<file path="config.mk">
export PLATFORM = sky130hd
export DESIGN_NAME = hex_display_driver
export DESIGN_NICKNAME = d
export VERILOG_FILES = /design/src/rtl/hex_display_driver.sv
export SDC_FILE = /design/constraint.sdc
export NUM_CORES = 1
export LEC_CHECK = 0
export ABC_AREA = 1
export CAP_MARGIN = 20
export CORE_ASPECT_RATIO = 0.9
export CORE_MARGIN = 5
export CORE_UTILIZATION = 40
export CTS_BUF_LIST = sky130_fd_sc_hd__clkbuf_16
export CTS_CLUSTER_SIZE = 10
export DETAILED_ROUTE_END_ITERATION = 7
export PLACE_DENSITY = 0.7
export SKIP_LAST_GASP = 1
export SLEW_MARGIN = 10
export SYNTH_ARGS = -nofsm -noshare
export SYNTH_HDL_FRONTEND = slang
export SYNTH_SLANG_ARGS = --single-unit
</file>
<file path="constraint.sdc">
create_clock -name clk -period 3.7 [get_ports clk]
set_clock_uncertainty 0.15 [all_clocks]
set_input_delay 0.74 -clock clk [delete_from_list [all_inputs] [get_ports clk]]
set_output_delay 0.74 -clock clk [all_outputs]
set_load 0.05 [all_outputs]
</file>
<file path="src/rtl/hex_display_driver.sv">
// Binary-to-decimal driver for eight active-low seven-segment displays (HEX7..HEX0).
// Optional build macro LEADING_ZERO_BLANK_EN blanks digits above the most significant non-zero digit.
module hex_display_driver #(
   parameter int BIN_W  = 27,
   parameter int DIGITS = 8
) (
   input  logic        clk,
   input  logic        rst_n,
   input  logic [31:0] din,
   input  logic        din_we,
   output logic        busy,
   output logic [6:0]  hex0,
   output logic [6:0]  hex1,
   output logic [6:0]  hex2,
   output logic [6:0]  hex3,
   output logic [6:0]  hex4,
   output logic [6:0]  hex5,
   output logic [6:0]  hex6,
   output logic [6:0]  hex7
);

   localparam int BCD_W = 4 * DIGITS;
   localparam int CAT_W = BCD_W + BIN_W;
   localparam int CNT_W = $clog2(BIN_W + 1);
   localparam logic [CNT_W-1:0] LAST_SHIFT = CNT_W'(BIN_W - 1);
   localparam logic [31:0] MAX_DEC = 32'd99_999_999;

   localparam logic [6:0] SEG_ZERO  = 7'b1000000;
   localparam logic [6:0] SEG_BLANK = 7'b1111111;
   localparam logic [6:0] SEG_DASH  = 7'b0111111;
`ifdef LEADING_ZERO_BLANK_EN
   localparam logic [6:0] SEG_RST_UPPER = SEG_BLANK;
`else
   localparam logic [6:0] SEG_RST_UPPER = SEG_ZERO;
`endif

   typedef enum logic [1:0] {
      IDLE  = 2'd0,
      SHIFT = 2'd1,
      DONE  = 2'd2
   } state_t;

   state_t              state_r;
   state_t              next_state_s;
   logic                load_s;
   logic [31:0]         load_val_s;
   logic [BIN_W-1:0]    bin_r;
   logic [BCD_W-1:0]    bcd_r;
   logic [BCD_W-1:0]    adj_s;
   logic [CAT_W-1:0]    shifted_s;
   logic [CNT_W-1:0]    cnt_r;
   logic                ovf_r;
   logic                pend_r;
   logic [31:0]         pend_val_r;
   logic                busy_r;
   logic [6:0]          hex_r      [DIGITS];
   logic [6:0]          seg_next_s [DIGITS];
   logic [3:0]          digit_s;
`ifdef LEADING_ZERO_BLANK_EN
   logic                lead_s;
`endif

   // Double-dabble correction: every nibble >= 5 gets +3 before the shift.
   function automatic logic [BCD_W-1:0] dabble_adjust(input logic [BCD_W-1:0] bcd);
      logic [BCD_W-1:0] res;
      res = bcd;
      for (int i = 0; i < DIGITS; i++) begin
         if (bcd[4*i +: 4] >= 4'd5) begin
            res[4*i +: 4] = bcd[4*i +: 4] + 4'd3;
         end else begin
            res[4*i +: 4] = bcd[4*i +: 4];
         end
      end
      return res;
   endfunction

   function automatic logic [6:0] seg_encode(input logic [3:0] d);
      logic [6:0] seg;
      case (d)
         4'd0:    seg = 7'b1000000;
         4'd1:    seg = 7'b1111001;
         4'd2:    seg = 7'b0100100;
         4'd3:    seg = 7'b0110000;
         4'd4:    seg = 7'b0011001;
         4'd5:    seg = 7'b0010010;
         4'd6:    seg = 7'b0000010;
         4'd7:    seg = 7'b1111000;
         4'd8:    seg = 7'b0000000;
         4'd9:    seg = 7'b0010000;
         default: seg = SEG_BLANK;
      endcase
      return seg;
   endfunction

   // State register.
   always_ff @(posedge clk) begin
      if (!rst_n) begin
         state_r <= IDLE;
      end else begin
         state_r <= next_state_s;
      end
   end

   // Next state and conversion-start selection; a same-cycle strobe beats the pending value.
   always_comb begin
      next_state_s = state_r;
      load_s       = 1'b0;
      load_val_s   = din;
      case (state_r)
         IDLE: begin
            if (din_we) begin
               next_state_s = SHIFT;
               load_s       = 1'b1;
            end else begin
               next_state_s = IDLE;
            end
         end
         SHIFT: begin
            if (cnt_r == LAST_SHIFT) begin
               next_state_s = DONE;
            end else begin
               next_state_s = SHIFT;
            end
         end
         DONE: begin
            if (din_we) begin
               next_state_s = SHIFT;
               load_s       = 1'b1;
            end else if (pend_r) begin
               next_state_s = SHIFT;
               load_s       = 1'b1;
               load_val_s   = pend_val_r;
            end else begin
               next_state_s = IDLE;
            end
         end
         default: begin
            next_state_s = IDLE;
         end
      endcase
   end

   // One adjust-and-shift step of the BCD/binary pair.
   always_comb begin
      adj_s     = dabble_adjust(bcd_r);
      shifted_s = {adj_s, bin_r} << 1;
   end

   // Conversion datapath, pending slot and busy flag.
   always_ff @(posedge clk) begin
      if (!rst_n) begin
         bin_r      <= '0;
         bcd_r      <= '0;
         cnt_r      <= '0;
         ovf_r      <= 1'b0;
         pend_r     <= 1'b0;
         pend_val_r <= 32'd0;
         busy_r     <= 1'b0;
      end else begin
         if (load_s) begin
            bin_r <= load_val_s[BIN_W-1:0];
            ovf_r <= (load_val_s > MAX_DEC);
            bcd_r <= '0;
            cnt_r <= '0;
         end else if (state_r == SHIFT) begin
            bcd_r <= shifted_s[CAT_W-1:BIN_W];
            bin_r <= shifted_s[BIN_W-1:0];
            cnt_r <= cnt_r + CNT_W'(1);
         end
         if ((state_r == DONE) && din_we) begin
            pend_r <= 1'b0;
         end else if ((state_r != IDLE) && din_we) begin
            pend_r     <= 1'b1;
            pend_val_r <= din;
         end else if (state_r == DONE) begin
            pend_r <= 1'b0;
         end
         busy_r <= (next_state_s != IDLE);
      end
   end

   // Segment image of the finished BCD value, scanned from the top digit for blanking.
   always_comb begin
      seg_next_s = '{default: SEG_BLANK};
      digit_s    = 4'd0;
`ifdef LEADING_ZERO_BLANK_EN
      lead_s     = 1'b1;
`endif
      for (int i = DIGITS - 1; i >= 0; i--) begin
         digit_s = bcd_r[4*i +: 4];
         if (ovf_r) begin
            seg_next_s[i] = SEG_DASH;
         end else begin
`ifdef LEADING_ZERO_BLANK_EN
            if (lead_s && (digit_s == 4'd0) && (i != 0)) begin
               seg_next_s[i] = SEG_BLANK;
            end else begin
               lead_s        = 1'b0;
               seg_next_s[i] = seg_encode(digit_s);
            end
`else
            seg_next_s[i] = seg_encode(digit_s);
`endif
         end
      end
   end

   // Display registers: only DONE updates them, so the panel never shows a partial result.
   always_ff @(posedge clk) begin
      if (!rst_n) begin
         hex_r[0] <= SEG_ZERO;
         for (int i = 1; i < DIGITS; i++) begin
            hex_r[i] <= SEG_RST_UPPER;
         end
      end else if (state_r == DONE) begin
         for (int i = 0; i < DIGITS; i++) begin
            hex_r[i] <= seg_next_s[i];
         end
      end
   end

   assign busy = busy_r;
   assign hex0 = hex_r[0];
   assign hex1 = hex_r[1];
   assign hex2 = hex_r[2];
   assign hex3 = hex_r[3];
   assign hex4 = hex_r[4];
   assign hex5 = hex_r[5];
   assign hex6 = hex_r[6];
   assign hex7 = hex_r[7];

endmodule
</file>
Word-level counts from Yosys, hierarchy flattened. Memories as Yosys holds them, arrays and structs flattened. A register that Yosys moved wholly into a read port is not among the register bits. Index checks and enable logic that the tools add are counted.

Bits in registers: 101. RAM bits: 56. Bits in read-only memories: 896. Input bits: 35. Output and inout port bits: 57. Logic and storage cells: 118. Memories kept: 9.

Add/subtract/negate cells: 9. $lt $le $gt $ge: 9. Equal/unequal tests: 3. Muxes and demuxes: 60. Bitwise gates (word level): 10. Reductions and logical operators: 10.

Memories: (name not given) (depth 16, width 7, rd ports 1, clocked after Yosys merged registers in 1, write ports 0, RTL line 79) `case (d)`; (name not given) (depth 16, width 7, rd ports 1, clocked after Yosys merged registers in 1, write ports 0, RTL line 79); (name not given) (depth 16, width 7, rd ports 1, clocked after Yosys merged registers in 1, write ports 0, RTL line 79); (name not given) (depth 16, width 7, rd ports 1, clocked after Yosys merged registers in 1, write ports 0, RTL line 79); (name not given) (depth 16, width 7, rd ports 1, clocked after Yosys merged registers in 1, write ports 0, RTL line 79); (name not given) (depth 16, width 7, rd ports 1, clocked after Yosys merged registers in 1, write ports 0, RTL line 79); +3 memories.

Operator list (count): 7-bit two-way mux (16); 32-bit two-way mux (3); 4-bit two-way mux (23); 27-bit two-way mux (2); 4-bit by 3-bit >= comparator with 1-bit output, second input constant (8); 32-bit by 27-bit greater-than comparator with 1-bit output, second input constant (1); 4-bit by 2-bit adder with 4-bit output, second input constant (7); 1-bit two-way mux (12); 1-bit OR (8); 2-bit nonzero test (4); 2-bit case mux with 3 select lines (1); 5-bit by 1-bit adder with 5-bit output, second input constant (1); 5-bit equality test, second input constant (1); 2-bit OR reduction (2); 3-bit by 2-bit adder with 3-bit output, second input constant (1); 3-bit two-way mux (1); 2-bit by 1-bit equality test with 1-bit output, second input constant (1); 2-bit equality test, second input constant (1); 1-bit logical AND (2); 2-bit zero test (1); 2-bit two-way mux (1); 1-bit NOT (2); 1-bit case mux with 2 select lines (1); 2-bit AND reduction (1).

Depth between registers and ports, before layout.
Word-level depth: 5. Depth in mapped cells: 15. Mapped depth without buffers: 15.

Worst setup path after synthesis. OpenSTA, ideal clock, no wires.

Kind: input -> register. Start point: input rst_n. End point: memory hex_r[0][0], enable pin. Arrival: 1.951 ns. Data required time: 2.909 ns. Slack: 0.958 ns. Stages on the path: 2. Path buffers: 1. Path through: clkbuf_1 nand2_1.

RTL lines: from (decl) (RTL line 8) `input logic rst_n,`; to (decl) (RTL line 56) `logic [6:0] hex_r [DIGITS];`.

==> summary.md <==
| Metric | Value |
|---|---|
| Status | finished clean |
| Global-route wire length before repair | 35,760 um |
| Worst path max stage delay | 0.49 ns |
| RR Startpoint | state_r[1] |
| Min-delay src | pend_val_r[30] |
| PnR worst setup slack | 0.9970 ns |
| Port buffer count | 91 |
| Initial Utilization | 0.4095 |
| Row cnt | 54 |
| Worst Reg-to-Reg Cells | 14 |
| Post-synth top flop | dfxtp_1 |
| Grt peak-use layer | met2 |
| Slowest CP cell | clkdlybuf4s50_1 |
| Filler instances | 2,296 |
| Async SR Flop Fraction | 0 |
| Count of final max-slew check failures | 0 |
| Pwr dens | 459.9 mW/mm^2 |
| Total negative slack | 0 ns |
| Wire per inst | 12.37 um |
| Cells along the critical path | clkdlybuf4s50_1, o21ai_4, inv_4, nor2_8, buf_12, o21ai_1, a21oi_2, inv_1, ha_1, nand2_1, nand2_1, nand2_1, nand2_1 |
| Final ANT Viol Nets | 0 |
| Layout overhead on the synthesized area | 20.08% |
| DRC violation count after routing | 0 |
| Largest net degree at the start of global routing | 61 |
| Worst hold-check path type | reg2reg |
| CORE AREA | 0.02439 mm^2 |
| Routed wire length | 20,700 um |
| Synth area leader | dfxtp_1 |
| CTS Buf Count | 26 |
| GR Util All Layers | 0.1473 |
| Vias in the first global route | 7,583 |
| Fin area | 0.01199 mm^2 |
| Cts repair resizes | 0 |
| GR Overflow Total | 0 |
| CP required | 3.94 ns |
| Worst Tran Pin Value | 0.7981 ns |
| Syn avg cell area | 8.106 um^2 |
| Power, Total | 5.516 mW |
| Layout net count | 1,413 |
| Static Leak | 5.295 nW |
| Grt met3 use | 0.02671 |
| Max Clock Freq | 0.3700 GHz |
| # diodes | 0 |
| Area contributors post-synth | dfxtp_1 31%, edfxtp_1 17%, nand2_1 11% |
| Seq cells post-synth | 213 |
| WS Path Type | in2reg |
| Share of layout cells above drive strength 1 | 0.07623 |
| R2R setup slack | 1.18 ns |
| Number of setup violations in the final report | 0 |
| EDFF count, synth | 56 |
| Endpoint, Worst Hold | pend_val_r[30] |
| Hold path depth | 2 |
| Worst EP arrival | 2.94 ns |
| Syn_nets | 1,325 |
| MaxCap Viol Count | 0 |
| Initial antenna violation count | 0 |
| Hold Fails Final Rpt | 0 |
| Total number of yosys warnings | 0 |
| Bufs and invs on worst path | 4 |
| Clock transition at path regs | 0.05 ns |
| Postcts setup bufs | 0 |
| I/O pin count | 92 |
| Iter 0 DRT Violations | 582 |
| Number of distinct library cells after synthesis | 42 |
| Crit. End Element | register |
| Yosys top cell area share | 0.3147 |
| Placed inst area | 0.01122 mm^2 |
| Most used cell, CP | nand2_1 |
| Slew HR | 0.4674 |
| Max FO, Critical Path | 15 |
| CTS tree | built |
| Crit path time final | 2.703 ns |
| Max Buffers Root-to-Sink | 3 |
| Place WS | 0.4694 ns |
| Most common cell after layout, fill and taps aside | nand2_1 |
| Period utilisation layout | 0.7305 |
| Die area | 0.02823 mm^2 |
| RSZ-0062 raised after global routing | no |
| VDD IR max | 292.3 uV |
| DR pass1 iterations | 5 |
| Met2 Usage GRT | 0.2427 |
| Post-Syn Area | 0.009987 mm^2 |
| Worst setup SP type | input pin |
| Root Driver | clkbuf_16 |
| Via density | 4.730 |
| Vias | 7,918 |
| Die Wd | 176.6 um |
| Met1 Use GR | 0.2000 |
| Syn Inst Count | 1,232 |
| Die Ht | 159.9 um |
| Post-synthesis sequential area ratio | 0.4831 |
| HPWL after DPL | 13,950 um |
| Clock Sinks | 213 |
| Top delay family on crit path | buffers and inverters |
| CTS Hold Bufs | 0 |
| Most frequent cells in the layout | 285 x nand2_1, 178 x nor2_1, 156 x dfxtp_1 |
| Skew-Pair Late Insertion Delay | 0.51 ns |
| H-tree depth | 1 |
| RD Place Congestion | 0.7903 |
## report_power, final
part	leakage [nW]	internal (mW)	switching [mW]	total [mW]
Combinational	3.02	0.229	0.439	0.668
Sequential	1.84	2.52	0.0497	2.57
Clock	0.435	1.37	0.907	2.28
## worst reg2reg max path, stage by stage (launching register included)
cell and delay [ns]:
dfxtp_1 0.34, nand2_1 0.10, inv_2 0.14, o21ai_4 0.19
inv_4 0.07, nor2_8 0.24, buf_12 0.20, o21ai_1 0.10
a21oi_2 0.27, inv_1 0.14, ha_1 0.22, nand2_1 0.09
nand2_1 0.07, nand2_1 0.05, nand2_1 0.05
## cell usage after synthesis, types with 8 or more instances
cell type,n
xor2_1,13
or2_2,10
inv_2,8
clkbuf_1,27
inv_1,113
a21oi_1,41
o31ai_1,11
nor2_1,178
dfxtp_1,157
nand3_1,49
nor2_4,8
o21ai_1,11
o21ai_0,118
edfxtp_1,56
buf_2,14
ha_1,58
nand2_1,286
## logic make-up after synthesis
kind of cell | share of synthesized area
adder cells (fa/ha/maj) | 0.07266
AO/OA/AOI/OAI | 0.1249
XOR/XNOR | 0.01228
AND/OR/NAND/NOR | 0.2347
buffers and inverters | 0.07241
flip-flops | 0.4831
## worst max-delay path by stage
stage / slack, ns / startpoint / to / depth (start not counted)
4_1_cts: 1.00 / din_we / register / 13
5_1_grt: 0.84 / din_we / ovf_r / 11
3_5_place_dp: 0.47 / din_we / register / 13
2_1_floorplan: 0.96 / rst_n / hex_r[0][0] / 2
6_report: 1.0 / din_we / register / 13
3_3_place_gp: 0.55 / din_we / ovf_r / 12
## metal layers
metal	vias to the layer above	share of wire
met5	-	0
met3	32	0.047
met1	3589	0.48
met4	0	0.020
li1	4150	-
met2	147	0.45
## area by class of cell
class / instances / area, um^2 / area share
clock buffers: 27 / 675.6 / 0.05634
clock inverters: 19 / 101.3 / 0.008451
inverters: 125 / 476.7 / 0.03975
multi-input cells: 846 / 4442 / 0.3704
flip-flops and latches: 213 / 4826 / 0.4024
well taps: 336 / 420.4 / 0.03505
repair buffers: 108 / 1051 / 0.08764
## metrics by stage
step | cells | hold WS [ns] | utilization
after global routing | 1674 | 0.3250 | 0.4917
after CTS | 1674 | 0.3038 | 0.4917
final | 1674 | 0.3015 | 0.4917
after detailed placement | 1628 | 0.2952 | 0.4598
after global placement | 1628 | 0.2845 | 0.4598
after floorplan | 1232 | 0.2745 | -
Power figures use the tool's default switching activity.
